==> src/rtl/btfly_n_pipe.sv <==
// Pipelined radix-2 butterfly layer: N_POINTS complex lanes paired at distance STRIDE,
// optional divide-by-2 with rounding, saturation to NB_OUTPUT bits and a sticky clip flag.
module btfly_n_pipe #(
    parameter int NB_INPUT  = 8,
    parameter int NB_OUTPUT = 9,
    parameter int N_POINTS  = 8,
    parameter int STRIDE    = 4
) (
    input  logic                          i_clock,
    input  logic                          i_reset,
    input  logic                          i_enable,
    input  logic                          i_valid,
    input  logic                          i_scale,
    input  logic                          i_ovf_clr,
    input  logic [N_POINTS*NB_INPUT-1:0]  i_data_r,
    input  logic [N_POINTS*NB_INPUT-1:0]  i_data_i,
    output logic                          o_valid,
    output logic [N_POINTS*NB_OUTPUT-1:0] o_data_r,
    output logic [N_POINTS*NB_OUTPUT-1:0] o_data_i,
    output logic                          o_ovf
);

    localparam int NB_SUM = NB_INPUT + 2;
    localparam int NB_CMP = (NB_OUTPUT > NB_SUM) ? NB_OUTPUT : NB_SUM;

    if ((N_POINTS < 4) || (N_POINTS > 32) || ((N_POINTS & (N_POINTS - 1)) != 0)) begin : g_bad_points
        $error("btfly_n_pipe: N_POINTS must be a power of 2 in 4..32");
    end
    if ((STRIDE < 1) || (STRIDE > N_POINTS / 2) || ((STRIDE & (STRIDE - 1)) != 0)) begin : g_bad_stride
        $error("btfly_n_pipe: STRIDE must be a power of 2 in 1..N_POINTS/2");
    end
    if (NB_OUTPUT < 2) begin : g_bad_width
        $error("btfly_n_pipe: NB_OUTPUT must be at least 2");
    end

    function automatic logic signed [NB_SUM-1:0] scale_rnd(input logic signed [NB_SUM-1:0] s,
                                                          input logic sc);
        logic signed [NB_SUM-1:0] t;
        t = s + NB_SUM'(1);
        return sc ? (t >>> 1) : s;
    endfunction

    function automatic logic signed [NB_CMP-1:0] sat_hi();
        logic signed [NB_CMP-1:0] v;
        v = '0;
        v[NB_OUTPUT-2:0] = '1;
        return v;
    endfunction

    function automatic logic signed [NB_CMP-1:0] sat_lo();
        logic signed [NB_CMP-1:0] v;
        v = '1;
        v[NB_OUTPUT-2:0] = '0;
        return v;
    endfunction

    function automatic logic clips(input logic signed [NB_SUM-1:0] s);
        logic signed [NB_CMP-1:0] e;
        e = NB_CMP'(s);
        return (e > sat_hi()) || (e < sat_lo());
    endfunction

    function automatic logic signed [NB_OUTPUT-1:0] saturate(input logic signed [NB_SUM-1:0] s);
        logic signed [NB_CMP-1:0] e;
        e = NB_CMP'(s);
        if (e > sat_hi()) begin
            e = sat_hi();
        end else if (e < sat_lo()) begin
            e = sat_lo();
        end
        return NB_OUTPUT'(e);
    endfunction

    // Stage 1: capture input sample set, valid and scale mode
    logic signed [NB_INPUT-1:0] din_r_p1_d [N_POINTS];
    logic signed [NB_INPUT-1:0] din_r_p1_q [N_POINTS];
    logic signed [NB_INPUT-1:0] din_i_p1_d [N_POINTS];
    logic signed [NB_INPUT-1:0] din_i_p1_q [N_POINTS];
    logic                       vld_p1_d, vld_p1_q;
    logic                       scl_p1_d, scl_p1_q;

    always_comb begin
        vld_p1_d = vld_p1_q;
        scl_p1_d = scl_p1_q;
        for (int k = 0; k < N_POINTS; k++) begin
            din_r_p1_d[k] = din_r_p1_q[k];
            din_i_p1_d[k] = din_i_p1_q[k];
        end
        if (i_enable) begin
            vld_p1_d = i_valid;
            scl_p1_d = i_scale;
            for (int k = 0; k < N_POINTS; k++) begin
                din_r_p1_d[k] = i_data_r[k*NB_INPUT +: NB_INPUT];
                din_i_p1_d[k] = i_data_i[k*NB_INPUT +: NB_INPUT];
            end
        end
    end

    // Stage 2: butterfly, rounding, saturation
    logic signed [NB_OUTPUT-1:0] res_r [N_POINTS];
    logic signed [NB_OUTPUT-1:0] res_i [N_POINTS];
    logic [N_POINTS-1:0]         clip_r;
    logic [N_POINTS-1:0]         clip_i;
    logic signed [NB_OUTPUT-1:0] dout_r_p2_d [N_POINTS];
    logic signed [NB_OUTPUT-1:0] dout_r_p2_q [N_POINTS];
    logic signed [NB_OUTPUT-1:0] dout_i_p2_d [N_POINTS];
    logic signed [NB_OUTPUT-1:0] dout_i_p2_q [N_POINTS];
    logic                        vld_p2_d, vld_p2_q;
    logic                        ovf_d, ovf_q;
    logic                        clip_any;

    for (genvar k = 0; k < N_POINTS; k++) begin : g_lane
        logic signed [NB_SUM-1:0] sum_r;
        logic signed [NB_SUM-1:0] sum_i;
        logic signed [NB_SUM-1:0] scl_r;
        logic signed [NB_SUM-1:0] scl_i;

        if (((k / STRIDE) % 2) == 0) begin : g_top
            assign sum_r = NB_SUM'(din_r_p1_q[k]) + NB_SUM'(din_r_p1_q[k+STRIDE]);
            assign sum_i = NB_SUM'(din_i_p1_q[k]) + NB_SUM'(din_i_p1_q[k+STRIDE]);
        end else begin : g_bot
            assign sum_r = NB_SUM'(din_r_p1_q[k-STRIDE]) - NB_SUM'(din_r_p1_q[k]);
            assign sum_i = NB_SUM'(din_i_p1_q[k-STRIDE]) - NB_SUM'(din_i_p1_q[k]);
        end

        assign scl_r     = scale_rnd(sum_r, scl_p1_q);
        assign scl_i     = scale_rnd(sum_i, scl_p1_q);
        assign res_r[k]  = saturate(scl_r);
        assign res_i[k]  = saturate(scl_i);
        assign clip_r[k] = clips(scl_r);
        assign clip_i[k] = clips(scl_i);

        assign o_data_r[k*NB_OUTPUT +: NB_OUTPUT] = dout_r_p2_q[k];
        assign o_data_i[k*NB_OUTPUT +: NB_OUTPUT] = dout_i_p2_q[k];
    end

    assign clip_any = vld_p1_q && ((|clip_r) || (|clip_i));

    always_comb begin
        vld_p2_d = vld_p2_q;
        for (int k = 0; k < N_POINTS; k++) begin
            dout_r_p2_d[k] = dout_r_p2_q[k];
            dout_i_p2_d[k] = dout_i_p2_q[k];
        end
        if (i_enable) begin
            vld_p2_d = vld_p1_q;
            for (int k = 0; k < N_POINTS; k++) begin
                dout_r_p2_d[k] = res_r[k];
                dout_i_p2_d[k] = res_i[k];
            end
        end
        // a clip arriving together with a clear keeps the flag set
        ovf_d = ovf_q;
        if (i_ovf_clr) begin
            ovf_d = 1'b0;
        end
        if (i_enable && clip_any) begin
            ovf_d = 1'b1;
        end
    end

    always_ff @(posedge i_clock) begin
        if (i_reset) begin
            vld_p1_q <= 1'b0;
            scl_p1_q <= 1'b0;
            vld_p2_q <= 1'b0;
            ovf_q    <= 1'b0;
            for (int k = 0; k < N_POINTS; k++) begin
                din_r_p1_q[k]  <= '0;
                din_i_p1_q[k]  <= '0;
                dout_r_p2_q[k] <= '0;
                dout_i_p2_q[k] <= '0;
            end
        end else begin
            vld_p1_q <= vld_p1_d;
            scl_p1_q <= scl_p1_d;
            vld_p2_q <= vld_p2_d;
            ovf_q    <= ovf_d;
            for (int k = 0; k < N_POINTS; k++) begin
                din_r_p1_q[k]  <= din_r_p1_d[k];
                din_i_p1_q[k]  <= din_i_p1_d[k];
                dout_r_p2_q[k] <= dout_r_p2_d[k];
                dout_i_p2_q[k] <= dout_i_p2_d[k];
            end
        end
    end

    assign o_valid = vld_p2_q;
    assign o_ovf   = ovf_q;

endmodule

==> config.mk <==
export PLATFORM = sky130hd
export DESIGN_NAME = btfly_n_pipe
export DESIGN_NICKNAME = d
export VERILOG_FILES = /design/src/rtl/btfly_n_pipe.sv
export SDC_FILE = /design/constraint.sdc
export NUM_CORES = 1
export LEC_CHECK = 0
export CAP_MARGIN = 20
export CORE_MARGIN = 2
export CORE_UTILIZATION = 44
export CTS_BUF_LIST = sky130_fd_sc_hd__clkbuf_4 sky130_fd_sc_hd__clkbuf_8
export CTS_CLUSTER_SIZE = 25
export DETAILED_ROUTE_END_ITERATION = 8
export GPL_ROUTABILITY_DRIVEN = 0
export GPL_TIMING_DRIVEN = 0
export PLACE_DENSITY = 0.67
export SLEW_MARGIN = 40
export SYNTH_ARGS = -nofsm -noshare
export SYNTH_HDL_FRONTEND = slang
export SYNTH_SLANG_ARGS = --single-unit
export TNS_END_PERCENT = 10
==> constraint.sdc <==
create_clock -name i_clock -period 7.9 [get_ports i_clock]
set_input_delay 1.58 -clock i_clock [delete_from_list [all_inputs] [get_ports i_clock]]
set_output_delay 1.58 -clock i_clock [all_outputs]
set_load 0.005 [all_outputs]
==> out/results.tsv <==
metric	value	unit
fin_crit_sh	48.3	%
drive_gt1_share	6.39	%
top_usage_layer	met2	
synth_fa_ha_area_share	11.7	%
dp.cells	3030	
cts_resized	0	
rrSetupSlack	4.73	ns
ant_nets	0	
synth-xor-area-share	4.52	%
cts_tree	done	
maxSlewHeadroom	34.3	%
tns	0	ns
cts-root-buf	clkbuf_8	
grt_pass1_vias	17500	
synth_cell_types	78	
drt_iter0_markers	1936	
synthArstFlopShare	0	%
synth-seq-cells	276	
final_nets	2844	
endpoint_kind	register	
design.portCount	280	
synth_compound_area_share	20.3	%
whs_path_depth	1	
skew	0.0292	ns
syn_avg_cell_area	8.21	µm²
fp-row-count	74	
clkSinkCount	276	
clock_latency	0.65	ns
die-height	207	µm
hold_end	dout_r_p2_q[1][13]	
post-dp-hpwl	51.1	mm
area_delta_synth_final	25.1	%
finalSetupViolCount	0	
design_area	22800	µm²
holdCritPathClass	reg2reg	
htreeDepth	2	
slowest_delay	0.78	ns
placed_cell_area	21700	µm²
min-delay-start	dout_r_p2_q[1][13]	
vdd_drop_max	120	µV
die_w	207	µm
grt_max_degree	13	
netlist_instances	2219	
use_met2	47.5	%
rsz0062_at_grt	false	
first_pass_iters	6	
max_freq	262	MHz
crit_fanout	10	
r2r_start	din_r_p1_q[0][24]	
postCtsSetupBuffers	0	
critical_path_class	in2reg	
period_minus_slack	3.81	ns
cpMostUsedCell	clkbuf_1	
cp_top_family	buffers and inverters	
wl	68.9	mm
grtUsageMet1	38.8	%
core-area	40800	µm²
power_leakage	9.27	nW
cts_max_path_buffers	3	
synthMuxAreaShare	9.53	%
wl_per_cell	22.1	µm
slew_viol_final	0	
grt_pass1_wl	103	mm
synth_top_family_by_area	compound AO/OA/AOI/OAI gates	
rr_worst_depth	10	
maxCapViolCount	0	
path_buf_inv	4	
timing.hold.ws	0.456	ns
timing.rr.end	dout_r_p2_q[0][33]	
final_cell_mix	nor2_1 (335), clkdlybuf4s50_1 (278), dfxtp_1 (276), mux2i_1 (164), ha_1 (144)	
power_density	194	nW/µm²
grt_antenna_before_repair	3	
seq_area_frac_synth	30.3	%
startpoint_type	input port	
drc	0	
die-area	43000	µm²
synth_flop_cell	dfxtp_1	
synthSimpleGateAreaFrac	18.2	%
cp_data_arrival_time	4.38	ns
cts_buffers	49	
clk_pin_slew	0.06	ns
outcome	completed	
stdcell_count	3116	
cp_cell_sequence	clkdlybuf4s50_1 > clkbuf_1 > clkbuf_1 > clkbuf_1 > o21ai_0 > a21oi_1	
grt-ovfl-total	0	
initial_core_util	44.6	%
track_usage	30.8	%
final_common_cell	nor2_1	
use_met3	8.44	%
vias	18300	
syn-cell-area	18200	µm²
io_buffers	278	
power.total	4.42	mW
yosys_warnings	0	
syn-num-nets	2513	
slowest_stage	clkbuf_1	
vias_per_cell	5.88	
tightest_slew	0.985	ns
finalHoldViolations	0	
synth-edff-count	0	
cts_hold_buffers	0	
worstPathRequired	8.47	ns
sequential cells by signal, summed over array words and instances, names as in the netlist:
register / cells
din_i_p1_q: 64
din_r_p1_q: 64
dout_i_p2_q: 72
dout_r_p2_q: 72
o_ovf: 1
o_valid: 1
scl_p1_q: 1
vld_p1_q: 1
routing by layer:
metal	part of all wire, %	wire length (µm)	vias to the layer above
li1	-	-	8536
met1	40	27700	8536
met2	43	29300	1001
met3	11	7620	254
met4	6.1	4230	4
met5	0.048	33	-
worst max path at each step:
stage	startpoint	endpoint	slack [ns]	cells after the start
after floorplan	i_enable	dout_r_p2_q[1][11]	4.93	5
final	i_enable	dout_r_p2_q[0][12]	4.09	6
after global routing	i_enable	dout_r_p2_q[0][12]	4.05	6
after detailed placement	i_enable	dout_r_p2_q[0][12]	3.61	6
after global placement	i_enable	din_r_p1_q[0][6]	3.39	6
after CTS	i_enable	dout_i_p2_q[0][23]	4.27	6
kinds of logic after synthesis:
family / Yosys count
AND/OR/NAND/NOR: 716
flip-flops: 276
AO/OA/AOI/OAI: 545
XOR/XNOR: 94
buffers and inverters: 256
adder cells (fa/ha/maj): 160
multiplexers: 172
cell type report:
cell class              count  area [µm²]
diodes                      1        2.50
plain buffers             128         538
clock buffers              80        1010
clock inverters             4        47.5
fillers                  3783       18000
inverters                 128         480
multi-input cells        1687       11700
flip-flops and latches    276        5530
well taps                 532         666
repair buffers            280        2800
stage by stage:
stage	utilization, %	setup WS (ns)
after floorplan	-	4.93
final	55.8	4.09
after global placement	53.0	3.39
after detailed placement	53.1	3.61
after CTS	55.7	4.27
after global routing	55.8	4.05
power breakdown:
group	leakage (nW)	internal [mW]	switching [mW]
logic	6.43	0.580	0.754
registers	2.28	1.51	0.114
clock network	0.561	0.834	0.631
synth_stat cells, types with 10 or more instances:
library cell | n | area share, %
clkbuf_1 | 108 | 2.2
nor2b_1 | 31 | 1.1
buf_2 | 10 | 0.27
o211ai_1 | 15 | 0.62
nor2_1 | 336 | 6.9
nor3_1 | 41 | 1.1
a22o_1 | 17 | 0.82
nand2b_1 | 30 | 1.0
o21ai_0 | 101 | 2.8
a221oi_1 | 11 | 0.53
mux2i_1 | 164 | 9.0
a31oi_1 | 19 | 0.65
a32o_1 | 17 | 0.93
inv_1 | 126 | 2.6
a211o_1 | 11 | 0.53
o21bai_1 | 13 | 0.54
nand4_1 | 14 | 0.48
ha_1 | 144 | 9.9
o21a_1 | 18 | 0.74
a21oi_1 | 136 | 3.7
or3_1 | 14 | 0.48
and2_1 | 14 | 0.48
nor3b_1 | 10 | 0.41
dfxtp_1 | 276 | 30
a21o_1 | 24 | 0.99
xor2_1 | 30 | 1.4
nand2_1 | 127 | 2.6
nand3_1 | 44 | 1.2
fa_1 | 16 | 1.8
o31ai_1 | 14 | 0.58
a211oi_1 | 58 | 2.4
xnor2_1 | 64 | 3.1
No activity file was read; power rests on OpenSTA's default activity.
